--- src/rtl/fifo_status_monitor_pkg.sv ---
// Shared definitions for the FIFO status monitor: state encoding, FIFO
// index map and the saturating error-event accumulator.
package fifo_status_monitor_pkg;

  localparam int unsigned NUM_FIFOS   = 5;
  localparam int unsigned MF          = 0;
  localparam int unsigned VC0         = 1;
  localparam int unsigned VC1         = 2;
  localparam int unsigned D0          = 3;
  localparam int unsigned D1          = 4;
  localparam int unsigned ERR_TOTAL_W = 8;

  typedef enum logic [1:0] {
    UNCFG = 2'd0,
    CFG   = 2'd1,
    ERR   = 2'd2
  } state_e;

  // Adds one per asserted event bit, saturating at the all-ones value.
  function automatic logic [ERR_TOTAL_W-1:0] sat_add_errs(
    input logic [ERR_TOTAL_W-1:0] acc,
    input logic [NUM_FIFOS-1:0]   ev
  );
    logic [ERR_TOTAL_W:0] sum;
    sum = {1'b0, acc};
    for (int unsigned i = 0; i < NUM_FIFOS; i++) begin
      sum = sum + {{ERR_TOTAL_W{1'b0}}, ev[i]};
    end
    return sum[ERR_TOTAL_W] ? '1 : sum[ERR_TOTAL_W-1:0];
  endfunction

endpackage

--- src/rtl/fifo_status_monitor_if.sv ---
// Status bus between the FIFO strobes / control FSM (master) and the
// status monitor (slave).
interface fifo_status_monitor_if;
  import fifo_status_monitor_pkg::*;

  logic [NUM_FIFOS-1:0] push;
  logic [NUM_FIFOS-1:0] pop;
  logic [NUM_FIFOS-1:0] Fifo_empties;
  logic [NUM_FIFOS-1:0] Fifo_errors;
  logic [NUM_FIFOS-1:0] almost_full;
  logic [NUM_FIFOS-1:0] almost_empty;
  logic                 pause;
  logic                 configured;

  modport master (
    output push, pop,
    input  Fifo_empties, Fifo_errors, almost_full, almost_empty, pause, configured
  );

  modport slave (
    input  push, pop,
    output Fifo_empties, Fifo_errors, almost_full, almost_empty, pause, configured
  );

endinterface

--- src/rtl/fifo_status_monitor_occupancy_counter.sv ---
// Occupancy counter for one FIFO: tracks count from push/pop strobes,
// reports a per-cycle overflow/underflow event and derives the
// empty / almost flags from the registered count only.
module fifo_occupancy_counter #(
  parameter int unsigned LENGTH = 4,
  parameter int unsigned DEPTH  = 8,
  parameter int unsigned CNT_W  = 4
) (
  input  logic              clk,
  input  logic              reset,
  input  logic              push,
  input  logic              pop,
  input  logic              flag_en,
  input  logic [LENGTH-1:0] threshold,
  output logic [CNT_W-1:0]  count,
  output logic              empty,
  output logic              almost_full,
  output logic              almost_empty,
  output logic              err_event
);

  // Comparison width wide enough for both the count and the threshold.
  localparam int unsigned CMP_W = ((LENGTH > CNT_W) ? LENGTH : CNT_W) + 1;
  localparam logic [CNT_W-1:0] DEPTH_C = CNT_W'(DEPTH);
  localparam logic [CMP_W-1:0] DEPTH_X = CMP_W'(DEPTH);

  logic [CNT_W-1:0] count_q, count_d;
  logic [CMP_W-1:0] thr_x, cnt_x, full_lim;

  // Next count and error event from the strobes.
  always_comb begin
    count_d   = count_q;
    err_event = 1'b0;
    unique case ({push, pop})
      2'b10: begin
        if (count_q == DEPTH_C) err_event = 1'b1;
        else                    count_d   = count_q + 1'b1;
      end
      2'b01: begin
        if (count_q == '0) err_event = 1'b1;
        else               count_d   = count_q - 1'b1;
      end
      2'b11: begin
        // Empty FIFO: the push lands, the pop still underflows.
        if (count_q == '0) begin
          count_d   = CNT_W'(1);
          err_event = 1'b1;
        end
      end
      default: ;
    endcase
  end

  // Occupancy register.
  always_ff @(posedge clk) begin
    if (reset) count_q <= '0;
    else       count_q <= count_d;
  end

  // Status flags from the registered count; a zero threshold disables them.
  always_comb begin
    thr_x        = CMP_W'(threshold);
    cnt_x        = CMP_W'(count_q);
    full_lim     = (DEPTH_X > thr_x) ? (DEPTH_X - thr_x) : '0;
    count        = count_q;
    empty        = (count_q == '0);
    almost_full  = flag_en && (thr_x != '0) && (cnt_x >= full_lim);
    almost_empty = flag_en && (thr_x != '0) && (cnt_x <= thr_x);
  end

endmodule

--- src/rtl/fifo_status_monitor.sv ---
// FIFO status monitor top: threshold registers, sticky error bits,
// configuration FSM and pause generation over five occupancy counters.
// Optional saturating error-event counter: define FIFO_STATUS_ERR_COUNT_EN.
module fifo_status_monitor
  import fifo_status_monitor_pkg::*;
#(
  parameter int unsigned LENGTH = 4,
  parameter int unsigned DEPTH  = 8,
  parameter int unsigned CNT_W  = 4
) (
  input  logic                     clk,
  input  logic                     reset,
  input  logic                     init,
  input  logic [LENGTH-1:0]        umbralMF,
  input  logic [LENGTH-1:0]        umbralVC,
  input  logic [LENGTH-1:0]        umbralD,
  input  logic                     err_clr,
`ifdef FIFO_STATUS_ERR_COUNT_EN
  output logic [ERR_TOTAL_W-1:0]   err_total,
`endif
  fifo_status_monitor_if.slave     sif
);

  state_e state_q, state_d;
  logic [LENGTH-1:0]    thr_mf_q, thr_mf_d;
  logic [LENGTH-1:0]    thr_vc_q, thr_vc_d;
  logic [LENGTH-1:0]    thr_d_q,  thr_d_d;
  logic [NUM_FIFOS-1:0] err_q, err_d;
  logic                 latch_thr;
  logic                 flag_en;

  logic [LENGTH-1:0]    fifo_thr [NUM_FIFOS];
  logic [CNT_W-1:0]     cnt_w    [NUM_FIFOS];
  logic [NUM_FIFOS-1:0] empty_w, af_w, ae_w, ev_w;

  // Route each FIFO to the threshold of its class.
  always_comb begin
    for (int unsigned i = 0; i < NUM_FIFOS; i++) begin
      if (i == MF)       fifo_thr[i] = thr_mf_q;
      else if (i <= VC1) fifo_thr[i] = thr_vc_q;
      else               fifo_thr[i] = thr_d_q;
    end
  end

  assign flag_en = (state_q == CFG) || (state_q == ERR);

  for (genvar g = 0; g < NUM_FIFOS; g++) begin : g_fifo
    fifo_occupancy_counter #(
      .LENGTH (LENGTH),
      .DEPTH  (DEPTH),
      .CNT_W  (CNT_W)
    ) u_cnt (
      .clk          (clk),
      .reset        (reset),
      .push         (sif.push[g]),
      .pop          (sif.pop[g]),
      .flag_en      (flag_en),
      .threshold    (fifo_thr[g]),
      .count        (cnt_w[g]),
      .empty        (empty_w[g]),
      .almost_full  (af_w[g]),
      .almost_empty (ae_w[g]),
      .err_event    (ev_w[g])
    );

    // Occupancy must never exceed the FIFO depth.
    always_ff @(posedge clk) begin
      if (!reset) assert (cnt_w[g] <= CNT_W'(DEPTH));
    end
  end

  // FSM next state, threshold latch and sticky errors; a new event beats err_clr.
  always_comb begin
    state_d   = state_q;
    latch_thr = 1'b0;
    err_d     = (err_clr ? '0 : err_q) | ev_w;
    unique case (state_q)
      UNCFG: begin
        if (init) begin
          latch_thr = 1'b1;
          state_d   = CFG;
        end
      end
      CFG: begin
        if (init)   latch_thr = 1'b1;
        if (|ev_w)  state_d   = ERR;
      end
      ERR: begin
        if (err_clr && !(|ev_w)) state_d = CFG;
      end
      default: state_d = UNCFG;
    endcase
    thr_mf_d = latch_thr ? umbralMF : thr_mf_q;
    thr_vc_d = latch_thr ? umbralVC : thr_vc_q;
    thr_d_d  = latch_thr ? umbralD  : thr_d_q;
  end

  // State, threshold and error registers.
  always_ff @(posedge clk) begin
    if (reset) begin
      state_q  <= UNCFG;
      thr_mf_q <= '0;
      thr_vc_q <= '0;
      thr_d_q  <= '0;
      err_q    <= '0;
    end else begin
      state_q  <= state_d;
      thr_mf_q <= thr_mf_d;
      thr_vc_q <= thr_vc_d;
      thr_d_q  <= thr_d_d;
      err_q    <= err_d;
    end
  end

  // Status outputs; pause is suppressed outside CFG.
  always_comb begin
    sif.Fifo_empties = empty_w;
    sif.Fifo_errors  = err_q;
    sif.almost_full  = af_w;
    sif.almost_empty = ae_w;
    sif.pause        = (state_q == CFG) && (|af_w);
    sif.configured   = flag_en;
  end

`ifdef FIFO_STATUS_ERR_COUNT_EN
  logic [ERR_TOTAL_W-1:0] err_total_q, err_total_d;

  // Saturating total of error events; only reset clears it.
  always_comb begin
    err_total_d = sat_add_errs(err_total_q, ev_w);
  end

  // Error total register.
  always_ff @(posedge clk) begin
    if (reset) err_total_q <= '0;
    else       err_total_q <= err_total_d;
  end

  assign err_total = err_total_q;
`endif

endmodule

--- src/flat_wrapper.sv ---
// flat-port wrapper written by rule: the top's interface ports become plain ports
module fifo_status_monitor_flat import fifo_status_monitor_pkg::*;
#(
  parameter int unsigned LENGTH = 4,
  parameter int unsigned DEPTH  = 8,
  parameter int unsigned CNT_W  = 4
)
  (clk, reset, init, umbralMF, umbralVC, umbralD, err_clr, sif_push, sif_pop, sif_Fifo_empties, sif_Fifo_errors, sif_almost_full, sif_almost_empty, sif_pause, sif_configured);
  fifo_status_monitor_if sif_i ();
  input  logic clk;
  input  logic reset;
  input  logic init;
  input  logic [LENGTH-1:0] umbralMF;
  input  logic [LENGTH-1:0] umbralVC;
  input  logic [LENGTH-1:0] umbralD;
  input  logic err_clr;
  input wire logic [$bits(sif_i.push)-1:0] sif_push;
  input wire logic [$bits(sif_i.pop)-1:0] sif_pop;
  output wire logic [$bits(sif_i.Fifo_empties)-1:0] sif_Fifo_empties;
  output wire logic [$bits(sif_i.Fifo_errors)-1:0] sif_Fifo_errors;
  output wire logic [$bits(sif_i.almost_full)-1:0] sif_almost_full;
  output wire logic [$bits(sif_i.almost_empty)-1:0] sif_almost_empty;
  output wire logic [$bits(sif_i.pause)-1:0] sif_pause;
  output wire logic [$bits(sif_i.configured)-1:0] sif_configured;
  assign sif_i.push = sif_push;
  assign sif_i.pop = sif_pop;
  assign sif_Fifo_empties = sif_i.Fifo_empties;
  assign sif_Fifo_errors = sif_i.Fifo_errors;
  assign sif_almost_full = sif_i.almost_full;
  assign sif_almost_empty = sif_i.almost_empty;
  assign sif_pause = sif_i.pause;
  assign sif_configured = sif_i.configured;
  fifo_status_monitor #(.LENGTH(LENGTH), .DEPTH(DEPTH), .CNT_W(CNT_W)) u_core (.clk(clk), .reset(reset), .init(init), .umbralMF(umbralMF), .umbralVC(umbralVC), .umbralD(umbralD), .err_clr(err_clr), .sif(sif_i));
endmodule
--- config.mk ---
export PLATFORM = sky130hd
export DESIGN_NAME = fifo_status_monitor_flat
export DESIGN_NICKNAME = d
export VERILOG_FILES = /design/src/rtl/fifo_status_monitor_pkg.sv /design/src/rtl/fifo_status_monitor_if.sv /design/src/rtl/fifo_status_monitor_occupancy_counter.sv /design/src/rtl/fifo_status_monitor.sv /design/src/flat_wrapper.sv
export SDC_FILE = /design/constraint.sdc
export NUM_CORES = 1
export LEC_CHECK = 0
export BUFFER_PORTS_ARGS = -buffer_cell sky130_fd_sc_hd__buf_2
export CAP_MARGIN = 20
export CORE_MARGIN = 2
export CORE_UTILIZATION = 50
export DETAILED_ROUTE_END_ITERATION = 7
export PLACE_DENSITY = 0.71
export SLEW_MARGIN = 25
export SYNTH_ARGS = -nofsm -noshare
export SYNTH_HDL_FRONTEND = slang
export SYNTH_SLANG_ARGS = --single-unit
export TNS_END_PERCENT = 100
--- constraint.sdc ---
create_clock -name clk -period 4.7 [get_ports clk]
set_input_delay 0.705 -clock clk [delete_from_list [all_inputs] [get_ports clk]]
set_output_delay 0.705 -clock clk [all_outputs]
set_load 0.005 [all_outputs]
==> out/results.txt <==
outcome: completed
io pins: 48
Sw Pwr: 745.9 uW
first-pass GRT wire length: 13.16 mm
register area share after synthesis: 0.2136
pin count of the biggest net entering global routing: 41
most frequent cells in the layout: ha_1 (56), nand2_1 (47), buf_2 (47)
CTS Hold Bufs: 0
Leakage: 0.001830 uW
worst clock skew: 0.01101 ns
core outline area: 0.007176 sq mm
max-slew violations: 0
Worst Setup Start Kind: flop
Starting Density: 0.5095
H-tree depth: 2
vias in the first global route: 2911
Peak Freq: 266.8 MHz
total wire length: 8.165 mm
share of cells above drive strength 1: 0.1377
vias: 3227
residual DRC count: 0
Worst-Margin Slew: 0.7974 ns
antenna-violating nets left: 0
met1 WL: 4.004 mm
Int Power: 934.7 uW
First DRT Iteration DRCs: 107
antenna violations before repair: 0
GRT Util Overall: 0.2087
Reg power frac: 0.295
WL met2: 3.774 mm
die area: 0.008012 sq mm
final hold vios: 0
Port Buffers: 47
GR Overflow Total: 0
Final nets: 580
CTS resizes: 0
Final period util: 0.7974
Distinct cells, synth: 48
hpwl dp: 6.335 mm
Clk network pwr share: 0.136
setup violators final: 0
Area Overhead vs Synth: 7.837%
critical path, cell by cell: inv_1 > ha_1 > nor4_1 > o21ai_0 > ha_1 > a21oi_1 > nor2b_1 > o311a_1 > o21bai_1 > o41a_1 > buf_2
Crit-path slowest cell: dfxtp_1
worst vdd ir: 0.1683 mV
Avg Cell Area, Syn: 7.896 sq um
row count: 31
setup_tns: 0 ns
combinational power share: 0.570
DR WL/cell: 13.77 um
Synth Register Bits: 39
TritonCTS clock tree: yes
Layout Cells excl Fill: 593
cts bufs inserted: 5
drt via density: 5.442
highest routed metal layer: met4
clock-pin transition on the worst setup and hold timing paths: 0.08 ns
sw frac: 0.4438
Mapped Cells: 463
CP Class: flop to output pin
Rel. slew slack: 0.4684
critical path endpoint category: output pin
Placed Cells: 585
synthesized area: 0.003656 sq mm
worst skew pair latency: 0.30 ns
crit-path most repeated cell: ha_1
First-pass DRT Iterations: 4
Max clock buf depth: 2
max incr delay on CP: 0.43 ns
CTS Sinks: 39
Tmin final: 3.748 ns
Die X-Extent: 89.51 um
max_cap viols: 0
Final Util: 0.5494
Worst EP arrival: 3.04 ns
Die Span Y: 89.51 um
Ys Warns: 0
crit-path max FO: 6
Pwr Total: 1681 uW
Root Driver: clkbuf_8
GPL Wtd Cong: 0.9067
Hold Path Class: flop to flop
postcts setup bufs: 0
Worst EP required: 3.99 ns
RSZ-0062 raised after global routing: no
antenna fix cells: 0
most common cell after layout, fill and taps aside: ha_1
met3 WL: 281 um
Post-Syn Nets: 550
PD cells: 426.3 mW/mm^2
[state kept, by name, indices dropped and copies added, names as in the netlist]
register,count
u_core.thr_d_q,4
u_core.thr_mf_q,4
u_core.sif.Fifo_errors,5
u_core.thr_vc_q,4
u_core.g_fifo.u_cnt.count,20
u_core.state_q,2
[final timing paths]
| kind | from | end | slack (ns) | depth (start not counted) |
|---|---|---|---|---|
| setup / recovery | u_core.thr_vc_q[0]$_SDFFE_PP0P_ | sif_pause | 0.95 | 11 |
| hold / removal | u_core.sif.Fifo_errors[0]$_SDFF_PP0_ | u_core.sif.Fifo_errors[0]$_SDFF_PP0_ | 0.47 | 2 |
| setup reg to reg | u_core.g_fifo[1].u_cnt.count[1]$_SDFFE_PP0P_ | u_core.g_fifo[1].u_cnt.count[2]$_SDFFE_PP0P_ | 2.70 | 6 |
| hold reg to reg | u_core.sif.Fifo_errors[0]$_SDFF_PP0_ | u_core.sif.Fifo_errors[0]$_SDFF_PP0_ | 0.47 | 2 |
[per-layer routing]
metal  GRT usage  vias up
met5           0        -
met4     0.06920        0
met3     0.03047       12
met2      0.3394       59
met1      0.2840     1460
li1            -     1696
[stage by stage]
stage	cell area, sq um	worst slack (ns)	hold WS [ns]
after floorplan	3656	1.738	0.4618
after global placement	3861	1.446	0.4586
after detailed placement	3861	1.353	0.4613
after CTS	3943	0.9999	0.4736
after global routing	3943	0.7707	0.4882
final	3943	0.9521	0.4703
[cell usage after synthesis (all sizes together)]
library cell	instances	area, sq um
and3	1	6.260
a21o	12	90.09
dfxtp	39	780.8
o22ai	4	25.02
nor2b	16	100.1
clkinv	1	3.750
buf	19	138.9
or2	1	6.260
xor2	3	26.28
o31ai	3	22.52
inv	32	120.1
a31oi	6	37.54
or3b	2	17.52
and3b	5	43.79
a311oi	1	8.760
mux2	2	22.52
nor3	12	75.07
a221o	3	30.03
fa	5	100.1
a211oi	9	72.57
clkbuf	6	22.52
o32ai	6	52.55
a41oi	5	43.79
mux2i	1	10.01
o311a	1	10.01
nor4	4	25.02
nand2b	29	181.4
nand3b	4	30.03
xnor2	3	26.28
ha	56	700.7
a22oi	3	22.52
mux4	2	45.04
nand4	4	25.02
nand3	2	10.01
a2111oi	2	17.52
a21oi	43	215.2
o21ai	26	141.4
o41a	1	11.26
o21bai	1	7.510
nand2	47	176.4
nor2	41	153.9
[area by class of cell]
cell class	count	area (sq um)
tap	99	123.9
fill	671	3233
clock buffer	7	76.32
multi-input combinational	366	2590
clock inverter	1	5.005
timing repair buffer	48	242.7
sequential	39	780.7
inverter	33	123.9
[power groups by stage]
| stage | clock (uW) | sequential, uW | combinational [uW] |
|---|---|---|---|
| detailed placement | 0 | 502 | 955 |
| global route | 244 | 507 | 1110 |
| finish | 228 | 495 | 957 |
| CTS | 233 | 494 | 962 |
| global placement | 0 | 501 | 924 |
| floorplan | 0 | 472 | 785 |
[cell families (layout without fill, tap and decap cells)]
kind of cell / count (synthesis) / after routing / share of synthesized area
AOI/OAI and AO/OA: 126 / 126 / 0.2211
xor gates and xnor gates: 6 / 6 / 0.01438
adders and majority gates: 61 / 61 / 0.2190
buffers and inverters: 58 / 89 / 0.07803
DFF: 39 / 39 / 0.2136
muxes: 5 / 5 / 0.02122
and+or+nand+nor: 168 / 168 / 0.2327
[critical path, delay by kind of cell, from the launching register on]
kind | cells | cell delay (ns)
flops | 1 | 0.43
simple gates | 2 | 0.36
buf+inv | 2 | 0.25
fa+ha+maj | 2 | 0.56
compound gates | 5 | 1.14
Note: power is estimated with default switching activity, not from simulation.
